File: src/rtl/cam_pkg.sv
// Shared types and constants for the CAM result path.
// Op codes, sentinels and the packed output beat.
package cam_pkg;

  localparam int C_DATA_WIDTH  = 512;
  localparam int LANE_WIDTH    = 32;
  localparam int LANES         = C_DATA_WIDTH / LANE_WIDTH;
  localparam int OP_CODE_WIDTH = 3;

  typedef enum logic [OP_CODE_WIDTH-1:0] {
    IDLE       = 3'd0,
    UPDATE_ALL = 3'd1,
    SEARCH     = 3'd2,
    UPDATE_ONE = 3'd3
  } op_code_e;

  localparam logic [LANE_WIDTH-1:0] ACK_CODE =
    32'd100;
  localparam logic [LANE_WIDTH-1:0] NO_MATCH_PAD =
    32'hFFFF_FFFF;

  typedef struct packed {
    logic [C_DATA_WIDTH-1:0] data;
    logic                    last;
  } beat_t;

  localparam int BEAT_W = $bits(beat_t);

endpackage

File: src/rtl/cam_sync_fifo.sv
// Synchronous FIFO with same-cycle push and pop.
// Head word is held in registers; reads as zero when empty.
module cam_sync_fifo #(
  parameter int WIDTH = 8,
  parameter int DEPTH = 8
) (
  input  logic             aclk,
  input  logic             areset,
  input  logic             push,
  input  logic [WIDTH-1:0] din,
  input  logic             pop,
  output logic [WIDTH-1:0] dout,
  output logic             full,
  output logic             empty
);

  localparam int AW = $clog2(DEPTH);

  logic [WIDTH-1:0] mem [DEPTH];
  logic [AW-1:0]    wr_ptr;
  logic [AW-1:0]    rd_ptr;
  logic [AW:0]      count;
  logic             do_push;
  logic             do_pop;

  // A pop frees the slot a push may fill this cycle.
  always_comb begin
    empty   = (count == '0);
    full    = (count == (AW+1)'(DEPTH));
    do_pop  = pop && !empty;
    do_push = push && (!full || do_pop);
    dout    = empty ? '0 : mem[rd_ptr];
  end

  // Storage array; no reset needed on the data.
  always_ff @(posedge aclk) begin
    if (do_push) mem[wr_ptr] <= din;
  end

  // Pointer and occupancy bookkeeping.
  always_ff @(posedge aclk) begin
    if (areset) begin
      wr_ptr <= '0;
      rd_ptr <= '0;
      count  <= '0;
    end else begin
      if (do_push) wr_ptr <= wr_ptr + 1'b1;
      if (do_pop)  rd_ptr <= rd_ptr + 1'b1;
      count <= count + (AW+1)'(do_push)
                     - (AW+1)'(do_pop);
    end
  end

endmodule

File: src/rtl/cam_result_packer.sv
// Packs CAM results into 512-bit stream beats.
// Buffered so stream backpressure never stalls the CAM.
module cam_result_packer
  import cam_pkg::*;
#(
  parameter int FIFO_DEPTH = 8
) (
  input  logic                     aclk,
  input  logic                     areset,
  input  logic [OP_CODE_WIDTH-1:0] state,
  input  logic                     s_tvalid,
  input  logic [C_DATA_WIDTH-1:0]  s_tdata,
  input  logic                     flush,
  output logic                     m_tvalid,
  input  logic                     m_tready,
  output logic [C_DATA_WIDTH-1:0]  m_tdata,
  output logic                     m_tlast,
  output logic                     overflow,
  output logic [31:0]              result_count
);

  localparam int PTR_W = $clog2(LANES);

  logic [LANES-1:0][LANE_WIDTH-1:0] lane_q;
  logic [LANES-1:0][LANE_WIDTH-1:0] lane_d;
  logic [PTR_W-1:0] lane_ptr;
  logic [PTR_W:0]   fill;
  logic             ack_pending;
  logic             ack_d;
  logic             search;
  logic             ack;
  logic             flush_req;
  logic             full_beat;
  logic             beat_push;
  logic             ack_push;
  logic             push;
  logic             pop;
  logic             fifo_full;
  logic             fifo_empty;
  logic [C_DATA_WIDTH-1:0] packed_data;
  beat_t            push_beat;
  beat_t            head;
  logic             unused_tdata;

  assign unused_tdata =
    ^s_tdata[C_DATA_WIDTH-1:LANE_WIDTH];

  // Lane fill, batch close and ack sequencing.
  always_comb begin
    search    = s_tvalid && (state == SEARCH);
    ack       = s_tvalid && (state == UPDATE_ALL);
    flush_req = flush || ack;
    lane_d    = lane_q;
    if (search)
      lane_d[lane_ptr] = s_tdata[LANE_WIDTH-1:0];
    fill = {1'b0, lane_ptr} + (PTR_W+1)'(search);
    full_beat = search &&
      (lane_ptr == PTR_W'(LANES-1));
    beat_push = full_beat ||
      (flush_req && (fill != '0));
    ack_push  = ack_pending && !beat_push;
    push      = beat_push || ack_push;
    ack_d     = (ack_pending && !ack_push) ||
                (ack && !ack_pending);
    pop       = m_tvalid && m_tready;
    packed_data = '0;
    for (int k = 0; k < LANES; k++)
      packed_data[k*LANE_WIDTH +: LANE_WIDTH] =
        ((PTR_W+1)'(k) < fill) ? lane_d[k]
                               : NO_MATCH_PAD;
    push_beat = '0;
    unique case (1'b1)
      beat_push: begin
        push_beat.data = packed_data;
        push_beat.last = flush_req;
      end
      ack_push: begin
        push_beat.data =
          {{(C_DATA_WIDTH-LANE_WIDTH){1'b0}},
           ACK_CODE};
        push_beat.last = 1'b1;
      end
      default: push_beat = '0;
    endcase
  end

  // Lane pointer, ack flag, counters and sticky loss.
  always_ff @(posedge aclk) begin
    if (areset) begin
      lane_q       <= '0;
      lane_ptr     <= '0;
      ack_pending  <= 1'b0;
      result_count <= '0;
      overflow     <= 1'b0;
    end else begin
      lane_q      <= lane_d;
      lane_ptr    <= (full_beat || flush_req)
                     ? '0 : fill[PTR_W-1:0];
      ack_pending <= ack_d;
      if (search)
        result_count <= result_count + 32'd1;
      if (push && fifo_full && !pop)
        overflow <= 1'b1;
    end
  end

  cam_sync_fifo #(
    .WIDTH (BEAT_W),
    .DEPTH (FIFO_DEPTH)
  ) u_fifo (
    .aclk   (aclk),
    .areset (areset),
    .push   (push),
    .din    (push_beat),
    .pop    (pop),
    .dout   (head),
    .full   (fifo_full),
    .empty  (fifo_empty)
  );

  // Stream outputs straight from the FIFO head.
  always_comb begin
    m_tvalid = !fifo_empty;
    m_tdata  = head.data;
    m_tlast  = head.last;
  end

endmodule

File: config.mk
export PLATFORM = sky130hd
export DESIGN_NAME = cam_result_packer
export DESIGN_NICKNAME = d
export VERILOG_FILES = /design/src/rtl/cam_pkg.sv /design/src/rtl/cam_sync_fifo.sv /design/src/rtl/cam_result_packer.sv
export SDC_FILE = /design/constraint.sdc
export NUM_CORES = 2
export LEC_CHECK = 0
export CAP_MARGIN = 5
export CORE_MARGIN = 3
export CORE_UTILIZATION = 45
export CTS_BUF_LIST = sky130_fd_sc_hd__clkbuf_2
export CTS_CLUSTER_DIAMETER = 100
export DETAILED_ROUTE_END_ITERATION = 10
export GPL_ROUTABILITY_DRIVEN = 0
export SLEW_MARGIN = 10
export SYNTH_ARGS = -nofsm -noshare
export SYNTH_HDL_FRONTEND = slang
export SYNTH_MEMORY_MAX_BITS = 65536
export SYNTH_SLANG_ARGS = --single-unit
File: constraint.sdc
create_clock -name aclk -period 60.4 [get_ports aclk]
set_input_delay 15.1 -clock aclk [delete_from_list [all_inputs] [get_ports aclk]]
set_output_delay 15.1 -clock aclk [all_outputs]
set_load 0.02 [all_outputs]
* Word level (Yosys, flattened, before mapping) *
Memory sizes are Yosys's and may differ from the RTL's. A register that Yosys moved wholly into a read port is not among the register bits.
Cells that the tools add are included.

storage, ports and cells
  register bits after elaboration = 560
  bits in writable memories = 4104
  bits of input ports = 520
  output and inout port bits = 547
  memories = 1

memory list
  memory      depth  width  rd ports  clocked after memory_dff  wr ports  line                 text
  u_fifo.mem  8      513    1         1                         1         cam_sync_fifo.sv:19  logic [WIDTH-1:0] mem [DEPTH];

cells by class
  $add $sub $neg = 6
  magnitude comparators = 18
  eq/ne operators = 4
  mux-type cells = 26
  reduce and logical (&&, ||, !) cells = 28

operator list
  kind                                                                           count
  513-bit one-hot mux with 2 select lines                                        1
  32-bit 2-to-1 mux                                                              17
  513-bit 2-to-1 mux                                                             1
  512-bit bitwise mux                                                            1
  512-bit 2-to-1 mux                                                             1
  32-bit demux with 4-bit select                                                 1
  4-bit by 5-bit less-than comparator with 1-bit output (first input constant)   8
  32-bit by 1-bit adder with 32-bit output (second input constant)               1
  3-bit by 5-bit less-than comparator with 1-bit output (first input constant)   4
  1-bit logical AND                                                              13
  1-bit by 5-bit less-than comparator with 1-bit output (first input constant)   2
  2-bit by 5-bit less-than comparator with 1-bit output (first input constant)   2
  4-bit == test (second input constant)                                          2
  3-bit by 1-bit adder with 3-bit output (second input constant)                 2
  1-bit logical NOT                                                              6
  1-bit logical OR                                                               6
  3-bit 2-to-1 mux                                                               2
  4-bit by 1-bit adder with 5-bit output                                         1
  4-bit by 5-bit less-than comparator with 1-bit output (second input constant)  1
  5-bit nonzero test                                                             1
  4-bit by 1-bit adder with 4-bit output                                         1
  4-bit by 1-bit >= comparator with 1-bit output (second input constant)         1
  4-bit logical NOT                                                              1
  4-bit by 1-bit subtractor with 4-bit output                                    1
  other kinds (4)                                                                5

* Logic depth before layout (Yosys ltp) *
  depth in word-level cells = 12
  gate-level depth with buffers = 15

* Hierarchy *
From an unflattened synthesis, not the netlist that was laid out.

second synthesis, totals
  cells, all modules = 8652
  area, all modules = 176490.5 µm²

by module, submodules not included
  module             instances  cells each  area an instance (µm²)  seq. area each (µm²)
  cam_sync_fifo      1          6069        153210.7                123498.4
  cam_result_packer  1          2583        23279.8                 11010.6

* Worst setup path after synthesis *
OpenSTA, ideal clock, no wires.

  path type = input -> register
  from = input port state[2]
  to = memory u_fifo.mem[6][0] in the netlist's numbering (enable)
  setup time = 2.123 ns
  arrival time = 54.206 ns
  setup slack = 4.071 ns
  cell stages on the path = 11
  cells stage by stage = nand4bb_1 -> buf_2 -> inv_2 -> buf_4 -> ha_1 -> ha_1 -> clkbuf_1 -> nor4_1 -> a211oi_2 -> nand2_1 -> nor3b_1

between the ends
  word-level cells in the longest chain between the ends = 12

RTL lines
  item                                        line                     text
  start: declaration                          cam_result_packer.sv:10  input logic [OP_CODE_WIDTH-1:0] state,
  3-bit by 2-bit == test with 1-bit output *  cam_result_packer.sv:50  search = s_tvalid && (state == SEARCH);
  1-bit logical AND *                         cam_result_packer.sv:50
  4-bit by 1-bit adder with 5-bit output *    cam_result_packer.sv:56  fill = {1'b0, lane_ptr} + (PTR_W+1)'(search);
  named net fill[1]                           cam_result_packer.sv:27  logic [PTR_W:0] fill;
  5-bit nonzero test *                        cam_result_packer.sv:60  (flush_req && (fill != '0));
  1-bit logical AND *                         cam_result_packer.sv:60
  1-bit logical OR *                          cam_result_packer.sv:59  beat_push = full_beat ||
  1-bit logical NOT                           cam_result_packer.sv:61  ack_push = ack_pending && !beat_push;
  1-bit logical AND                           cam_result_packer.sv:61
  1-bit logical OR *                          cam_result_packer.sv:62  push = beat_push || ack_push;
  1-bit logical AND *                         cam_sync_fifo.sv:31      do_push = push && (!full || do_pop);
  1-bit 2-to-1 mux *                          cam_sync_fifo.sv:37      if (do_push) mem[wr_ptr] <= din;
  1-bit 2-to-1 mux (implied by the code) *    cam_sync_fifo.sv:37
  end: declaration                            cam_sync_fifo.sv:19

The timed path passes the listed nets; every way through them passes the cells marked *.

==> impl_metrics.py <==
metrics = {
    "clocking": {
        "ctsResizeCount": 0,
        "ctsHoldBuffers": 0,
        "cts.root.buffer_cell": "clkbuf_2",
        "cts_setup_buffers": 0,
        "cts.sinks": 4667,
        "cts_buffers": 1238,
        "clkLatencyLatePin_ns": 2.31,
        "cts_buffer_depth": 5,
        "cts_tree": "yes",
        "clkTransAtPathRegs_ns": 0.09,
        "cts_max_level": 7,
    },
    "run_status": {
        "status": "complete, no violations",
    },
    "synthesis": {
        "synth_top_area_share_pct": 68.9,
        "synthTopCellsByArea": "edfxtp_1, mux4_2, dfxtp_1",
        "synth_top_cell_by_area": "edfxtp_1",
        "synth_fp_nets": 9697,
        "synth_seq_cells": 4667,
        "syn_area_per_cell_um2": 19.5,
        "yosysSeqAreaShare_pct": 75.2,
        "syn_inst": 9165,
        "synthArstFlopShare_pct": 0,
        "synth_edf_count": 4104,
        "yosysWarnings": 0,
        "synth_area_um2": 179000,
        "synth_cell_types": 60,
        "synth_ff_type": "edfxtp_1",
    },
    "floorplanning": {
        "row_count": 230,
        "die_h_um": 636,
        "core-area_um2": 394000,
        "initial_core_util_pct": 45.4,
        "fp.dieArea_um2": 405000,
        "io_pins": 1067,
        "die_w_um": 636,
    },
    "global_route": {
        "grt_antenna_before_repair": 37,
        "grt_pass1_vias": 100000,
        "grt_pass1_wl_um": 697000,
        "grt_max_degree": 150,
        "grt.overflow.total": 0,
        "grtUsageTotal_pct": 24.1,
    },
    "worst_setup_path": {
        "regToRegStartpoint": "lane_ptr[0]",
        "crit_fanout": 101,
        "r2r_end": "u_fifo.mem[0][117]",
        "startpoint_type": "register",
        "crit_required_ns": 45.30,
        "crit_type": "register to primary output",
        "end_kind": "primary output",
        "rrSetupSlack_ns": 52.85,
        "r2r_cells": 12,
        "worstPathArrival_ns": 7.73,
    },
    "place": {
        "preCtsSetupSlack_ns": 37.36,
        "io_buffer_count": 586,
        "place_hpwl_um": 246000,
    },
    "timing": {
        "relSlewSlack_pct": 16.1,
        "postLayoutSetupSlackWorst_ns": 37.57,
        "fin_skew_ns": 0.245,
        "period_needed_ns": 22.83,
        "rsz0062_at_grt": "no",
        "max_freq_ghz": 0.0438,
        "fin_crit_sh_pct": 37.8,
        "hold_viol": 0,
        "slew_violations": 0,
        "tightest_slew_ns": 1.26,
        "setup_tns_ns": 0,
        "setup_viol_count_final": 0,
    },
    "pwr": {
        "powerDensity_nw_per_um2": 38.3,
        "p_leak_nw": 69.3,
        "power_mw": 7.71,
        "peakVddDrop_v": 0.0000421,
    },
    "hold_path": {
        "worstHoldStart": "overflow",
        "hold_path_class": "register to register",
        "holdPathStages": 2,
        "hold_end": "overflow",
    },
    "layout": {
        "finalNetCount": 11100,
        "area_growth_syn_to_layout_pct": 12.7,
        "drive_above_1_share_pct": 28.5,
    },
    "run": {
        "drv_cap": 0,
    },
    "detailed_routing": {
        "drc": 0,
        "drt-vias-per-instance": 5.63,
        "vias": 94300,
        "firstDrtPassIters": 6,
        "first_iter_violations": 9587,
        "totalWireLength_um": 489000,
        "routedWlPerCell_um": 29.2,
        "antenna_left": 0,
    },
}
layer usage:
layer  GRT usage (%)  wire length [µm]  up-vias
met5               0                 0        -
met4            10.4             15900        0
met3            5.18             35800      678
met2            40.1            246000     3997
met1            30.8            191000    49500
li1                -                 -    40100
area by class of cell:
cell class | count | area, µm²
antenna | 35 | 87.6
clock buffer | 1876 | 9390
clock inverter | 265 | 1650
fill | 32500 | 192000
inverter | 15 | 56.3
multi-input combinational | 3873 | 41800
sequential | 4667 | 135000
tap | 5220 | 6530
timing repair buffer | 792 | 7530
synth_stat cells, types with 4 or more instances:
cell type / number
a21o_1: 4
a21oi_1: 530
and2_1: 4
and3_1: 7
and4_1: 6
buf_1: 80
buf_2: 182
buf_4: 21
buf_6: 4
clkbuf_1: 323
dfxtp_1: 563
edfxtp_1: 4104
ha_1: 11
inv_1: 14
mux2i_1: 1027
mux4_2: 1026
nand2_1: 34
nand2b_1: 10
nand3_1: 21
nand4_1: 8
nor2_1: 1076
nor2b_1: 11
nor3_1: 9
nor3_2: 6
nor3b_1: 4
o21ai_0: 9
or3_1: 5
xnor2_1: 15
xor2_1: 13
registers in the layout, indices dropped and copies added (netlist names), named ones only:
| signal | cells |
|---|---|
| u_fifo.mem | 4104 |
| lane_q | 512 |
| result_count | 32 |
| lane_ptr | 4 |
| u_fifo.count | 4 |
| u_fifo.rd_ptr | 3 |
| u_fifo.wr_ptr | 3 |
| ack_pending | 1 |
| overflow | 1 |
worst max path at each step:
stage | startpoint | depth (start not counted) | endpoint
floorplan | state[2] | 11 | u_fifo.mem[6][0]
global placement | state[2] | 16 | u_fifo.mem[0][122]
detailed placement | state[2] | 16 | u_fifo.mem[0][122]
CTS | register | 7 | m_tdata[167]
global route | register | 7 | m_tdata[302]
finish | register | 7 | m_tdata[302]
metrics by stage:
step	instances	instance area, µm²	hold slack [ns]	utilization (%)
2_1_floorplan	9165	179000	0.454	-
3_3_place_gp	14600	190000	0.458	48.3
3_5_place_dp	14600	190000	0.446	48.3
4_1_cts	16700	201000	0.460	51.1
5_1_grt	16700	201000	0.479	51.1
6_report	16700	202000	0.455	51.2
cell usage in the layout, fill, tap and decap left out, types with 19 or more instances in the layout:
cell and n:
nor2_1 1072, edfxtp_1 4104, clkinv_2 19, mux4_2 1026, clkinv_1 197, clkbuf_2 1876, buf_12 22, inv_2 22
buf_4 185, dfxtp_1 560, buf_2 31, bufinv_16 23, clkdlybuf4s50_1 553, a21oi_1 529, mux2i_1 1027, nand2_1 28
diode_2 35
where the power goes:
| part | internal (mW) | switching, mW | total, mW |
|---|---|---|---|
| logic | 0.897 | 1.14 | 2.04 |
| registers | 3.50 | 0.0175 | 3.51 |
| clock network | 0.915 | 1.25 | 2.16 |
logic make-up (layout without fill, tap and decap cells):
family	Yosys count	after routing	share of synthesized area (%)
DFF	4667	4667	75.2
muxes	2057	2057	18.7
and+or+nand+nor	1217	1217	2.74
buffers and inverters	625	2948	1.50
AOI/OAI and AO/OA	559	559	1.60
xor gates and xnor gates	28	28	0.137
adders and majority gates	12	12	0.0882
other	0	35	0
worst max-delay path, cell delays in order (launching register included):
cell	delay [ns]
dfxtp_4	0.97
buf_12	0.67
buf_4	0.94
buf_4	0.98
mux4_2	0.62
mux2i_1	0.50
nor2_1	0.09
clkdlybuf4s50_1	0.57
Power figures use the tool's default switching activity.
